File: src/rtl/quad_decoder.sv
// Quadrature decoder: synchronises and filters encoder channels A/B and turns
// legal Gray-code steps into a wrapping up/down position count.
module quad_decoder #(
  parameter int WIDTH      = 8,
  parameter int FILTER_LEN = 2
) (
  input  logic             clock,
  input  logic             reset_n,
  input  logic             quad_a,
  input  logic             quad_b,
  input  logic             clear_i,
  output logic [WIDTH-1:0] count_o,
  output logic             dir_o,
  output logic             step_o,
  output logic             err_o
);

  localparam int INIT_LEN = FILTER_LEN + 2;
  localparam int ICW      = $clog2(INIT_LEN);
  localparam int FCW      = (FILTER_LEN > 1) ? $clog2(FILTER_LEN) : 1;

  typedef enum logic {
    S_INIT,
    S_TRACK
  } state_t;

  state_t           r_state;
  state_t           w_state_nxt;
  logic [ICW-1:0]   r_init_cnt;
  logic             w_init_load;
  logic             w_track;

  // Channel bit 1 is A, bit 0 is B throughout.
  logic [1:0]       r_sync1;
  logic [1:0]       r_sync2;
  logic [1:0]       w_filt;
  logic [1:0]       r_prev;

  logic [1:0]       w_pos_prev;
  logic [1:0]       w_pos_cur;
  logic [1:0]       w_delta;
  logic             w_up;
  logic             w_dn;
  logic             w_bad;

  // Two-flop synchroniser per channel.
  // NOTE: sequential state always uses non-blocking assignments so every flop
  // samples pre-edge values regardless of statement order.
  always_ff @(posedge clock or negedge reset_n) begin
    if (!reset_n) begin
      r_sync1 <= 2'b00;
      r_sync2 <= 2'b00;
    end else begin
      r_sync1 <= {quad_a, quad_b};
      r_sync2 <= r_sync1;
    end
  end

  // Per-channel stability filter.
  for (genvar g = 0; g < 2; g++) begin : g_filt
    logic           r_filt;
    logic [FCW-1:0] r_cnt;

    always_ff @(posedge clock or negedge reset_n) begin
      if (!reset_n) begin
        r_filt <= 1'b0;
        r_cnt  <= '0;
      end else if (w_init_load) begin
        r_filt <= r_sync2[g];
        r_cnt  <= '0;
      end else if (r_sync2[g] != r_filt) begin
        if (r_cnt == FCW'(FILTER_LEN - 1)) begin
          r_filt <= r_sync2[g];
          r_cnt  <= '0;
        end else begin
          r_cnt <= r_cnt + FCW'(1);
        end
      end else begin
        r_cnt <= '0;
      end
    end

    assign w_filt[g] = r_filt;
  end

  // FSM: state register.
  always_ff @(posedge clock or negedge reset_n) begin
    if (!reset_n) begin
      r_state    <= S_INIT;
      r_init_cnt <= '0;
    end else begin
      r_state <= w_state_nxt;
      if (r_state == S_INIT) begin
        r_init_cnt <= r_init_cnt + ICW'(1);
      end else begin
        r_init_cnt <= '0;
      end
    end
  end

  // FSM: next-state logic.
  // NOTE: every combinational output gets a default first so no latch is inferred.
  always_comb begin
    w_state_nxt = r_state;
    case (r_state)
      S_INIT:  if (r_init_cnt == ICW'(INIT_LEN - 1)) w_state_nxt = S_TRACK;
      S_TRACK: w_state_nxt = S_TRACK;
      default: w_state_nxt = S_INIT;
    endcase
  end

  // FSM: outputs.
  always_comb begin
    w_init_load = 1'b0;
    w_track     = 1'b0;
    case (r_state)
      S_INIT:  w_init_load = 1'b1;
      S_TRACK: w_track     = 1'b1;
      default: w_init_load = 1'b1;
    endcase
  end

  // Previous filtered state; during INIT it follows the same source as the
  // filter so TRACK starts with prev == current and no spurious step.
  always_ff @(posedge clock or negedge reset_n) begin
    if (!reset_n) begin
      r_prev <= 2'b00;
    end else if (w_init_load) begin
      r_prev <= r_sync2;
    end else begin
      r_prev <= w_filt;
    end
  end

  // Map AB to a position on the up cycle 00,10,11,01 ({b, a^b}); the modulo-4
  // difference then reads 1 = up, 3 = down, 2 = double-edge.
  always_comb begin
    w_pos_prev = {r_prev[0], r_prev[1] ^ r_prev[0]};
    w_pos_cur  = {w_filt[0], w_filt[1] ^ w_filt[0]};
    w_delta    = w_pos_cur - w_pos_prev;
    w_up       = w_track && (w_delta == 2'd1);
    w_dn       = w_track && (w_delta == 2'd3);
    w_bad      = w_track && (w_delta == 2'd2);
  end

  // Position, direction, step strobe and sticky error; clear wins over a step.
  always_ff @(posedge clock or negedge reset_n) begin
    if (!reset_n) begin
      count_o <= '0;
      dir_o   <= 1'b0;
      step_o  <= 1'b0;
      err_o   <= 1'b0;
    end else if (clear_i) begin
      count_o <= '0;
      step_o  <= 1'b0;
      err_o   <= 1'b0;
    end else begin
      step_o <= w_up | w_dn;
      if (w_up) begin
        count_o <= count_o + WIDTH'(1);
        dir_o   <= 1'b1;
      end else if (w_dn) begin
        count_o <= count_o - WIDTH'(1);
        dir_o   <= 1'b0;
      end
      if (w_bad) begin
        err_o <= 1'b1;
      end
    end
  end

endmodule

File: config.mk
export PLATFORM = sky130hd
export DESIGN_NAME = quad_decoder
export DESIGN_NICKNAME = d
export VERILOG_FILES = /design/src/rtl/quad_decoder.sv
export SDC_FILE = /design/constraint.sdc
export NUM_CORES = 1
export LEC_CHECK = 0
export CELL_PAD_IN_SITES_DETAIL_PLACEMENT = 1
export CELL_PAD_IN_SITES_GLOBAL_PLACEMENT = 2
export CORE_MARGIN = 3
export CORE_UTILIZATION = 35
export DETAILED_ROUTE_END_ITERATION = 16
export PLACE_DENSITY = 0.75
export SETUP_SLACK_MARGIN = 0.1
export SLEW_MARGIN = 40
export SYNTH_ARGS = -nofsm -noshare
export SYNTH_HDL_FRONTEND = slang
export SYNTH_SLANG_ARGS = --single-unit
File: constraint.sdc
create_clock -name clock -period 3.4 [get_ports clock]
set_clock_uncertainty 0.05 [all_clocks]
set_input_delay 0.68 -clock clock [delete_from_list [all_inputs] [get_ports clock]]
set_output_delay 0.68 -clock clock [all_outputs]
set_load 0.03 [all_outputs]
==> summary.md <==
| Metric | Value |
|---|---|
| Setup bufs post-CTS | 0 |
| Initial antenna violation count | 0 |
| Worst-Skew Late Latency | 0.34 ns |
| Most common cell after layout, fill and taps aside | dfrtp_1 |
| Critical Path Start Type | flop |
| Total of max-cap violations | 0 |
| CP Capture Type | flop |
| Rows | 20 |
| Final Hold Vio Count | 0 |
| Core area | 3200 sq um |
| Die width | 65.5 microns |
| Post-DP HPWL | around 1800 microns |
| H-tree lvl count | 1 |
| DRC errors left | 0 |
| Largest net degree at the start of global routing | 25 |
| Num CTS Buffers | 3 |
| Final worst path period need | 3.01 ns |
| First-pass GRT wire length | 4420 microns |
| Min-delay src | r_sync1[1] |
| Vias | 850 |
| RSZ-0062 raised after global routing | false |
| Clock Path Buffers | 2 |
| GRT overflow | 0 |
| Vias per inst | 4.89 |
| EDFF count, synth | 0 |
| Fin crit share | 88.5% |
| Final setup margin | just under 0.4 ns |
| CP required | 3.59 ns |
| I/O pins | 16 |
| Clock Pin Slew Worst Setup and Hold Paths | around 0.14 ns |
| Diode count | 0 |
| Async SR Flop Fraction | 100% |
| Setup WS pre-CTS | 0.378 ns |
| Syn Inst Count | 113 |
| Sequential fraction of the synthesis area | 48.5% |
| Max FO, Critical Path | 8 |
| Syn Std Cell Area | 1240 sq um |
| PortBufs | 15 |
| Final nets | roughly 150 |
| CTS tree | built |
| FMAX | about 330 MHz |
| CTS Root Cell | clkbuf_4 |
| Yosys Warn Count | 0 |
| Drt first pass iters | 6 |
| Setup TNS Final | 0 ns |
| R2r startpoint | g_filt[0].r_filt |
| Worst R2R Setup Slack | 0.39 ns |
| Worst-margin pin slew | 0.630 ns |
| Crit. Startpoint | g_filt[0].r_filt |
| Initial drt markers | 36 |
| Initial Util | between 30% and 40% |
| Post-synth cell types | 34 |
| All-layer global routing usage | around 14% |
| Die height | around 65 microns |
| Remaining antenna violation count | 0 |
| Drt wl/cell | 14.4 microns |
| Total Wirelength | 2510 microns |
| Status | finished, final reports clean |
| Setup CP Type | reg -> reg |
| Pins Over Slew Limit | 0 |
| Final setup viols | 0 |
| Relative slew margins | approximately 58% |
| Syn Nets | 127 |
| Worst EP arrival | between 3 and 4 ns |
| Synthesized flop and latch total | 24 |
| Leading cell types in the layout, fill and taps excluded | dfrtp_1 (24), clkdlybuf4s50_1 (15), nor2_1 (11) |
| Vias in the first global route | 901 |
| Clock sinks | 24 |
| Post-synth top flop | dfrtp_1 |
| Layout cells sized above 1 | 11.5% |
| Area Growth Syn to Fin | 20.7% |
| Worst-case reg-to-reg path depth | 11 |
| Syn avg cell area | roughly 11 sq um |
| Crit path to | count_o[7] |
| Reg-to-Reg End | count_o[7] |
| GP Congestion | 0.768 |
| HP Class | reg -> reg |
| Die area | 4290 sq um |
-- sequential cells by signal (all words and copies together) (netlist names) --
name           count
count_o            8
dir_o              1
r_sync2            2
r_state            1
g_filt.r_cnt       2
err_o              1
g_filt.r_filt      2
r_sync1            2
r_init_cnt         2
step_o             1
r_prev             2
-- worst min path at each step --
stage	endpoint	slack (ns)	depth (start not counted)
4_1_cts	r_sync2[1]	0.32	0
6_report	r_sync2[1]	0.32	0
3_5_place_dp	r_sync2[1]	0.29	0
3_3_place_gp	r_sync2[1]	0.28	0
5_1_grt	r_sync2[1]	0.34	0
2_1_floorplan	r_sync2[0]	0.28	0
-- cell families (layout without fill, tap and decap cells) --
logic type | count (synthesis) | after routing | share of synthesized area (%)
flip-flops | 24 | 24 | 48.5
buffers and inverters | 10 | 27 | 3.13
XOR/XNOR | 9 | 9 | 7.58
multiplexers | 6 | 6 | 5.35
AO/OA/AOI/OAI | 23 | 23 | 12.7
AND/OR/NAND/NOR | 32 | 32 | 13.0
adder cells (fa/ha/maj) | 9 | 9 | 9.70
-- critical path, cell delays in order, from the launching register on --
cell      delay, ns
dfrtp_1        0.48
xnor2_1        0.17
ha_1           0.23
xnor2_2        0.15
xnor2_2        0.17
or2_4          0.29
ha_1           0.34
o211ai_1       0.24
o211ai_1       0.16
o21ai_4        0.09
mux2i_1        0.21
mux2_1         0.34
-- repair_timing --
action | CTS | global route
endpoints found under the hold margin | 0 | 0
setup endpoints to repair | 0 | 1
gates resized for setup | 0 | 1
hold buffers | 0 | 0
-- layout make-up --
type	count	area, sq um
well taps	44	55.1
clock inverters	1	30.0
fillers	370	1710
flip-flops and latches	24	601
inverters	6	22.5
multi-input cells	79	599
repair buffers	17	165
clock buffers	3	22.5
-- synthesized netlist by cell type, types with 3 or more instances --
| master | number | area [sq um] |
|---|---|---|
| a21oi_1 | 6 | 30.0 |
| clkbuf_1 | 3 | 11.3 |
| dfrtp_1 | 24 | 601 |
| ha_1 | 8 | 100 |
| inv_1 | 6 | 22.5 |
| mux2_2 | 4 | 45.0 |
| nand2_1 | 7 | 26.3 |
| nand2b_1 | 3 | 18.8 |
| nor2_1 | 11 | 41.3 |
| nor2b_1 | 4 | 25.0 |
| o211ai_1 | 3 | 22.5 |
| o21ai_0 | 3 | 15.0 |
| xnor2_1 | 5 | 43.8 |
-- metal layers --
layer	wire length (microns)	global-route usage, %	up-vias
met4	65	8.55	0
li1	-	-	420
met5	0	0	-
met2	1100	20.1	13
met1	1270	18.9	412
met3	72	2.39	5
-- through the flow --
step	cells	cell area, sq um	util (%)	hold WS, ns
floorplan	113	1240	-	0.281
global placement	170	1440	45.0	0.284
detailed placement	170	1440	45.0	0.288
CTS	174	1500	46.7	0.321
global route	174	1500	46.7	0.340
finish	174	1500	46.7	0.316
Power is not shown: default switching activity piles up to over one toggle a cycle in this logic, so the estimate is an artifact.
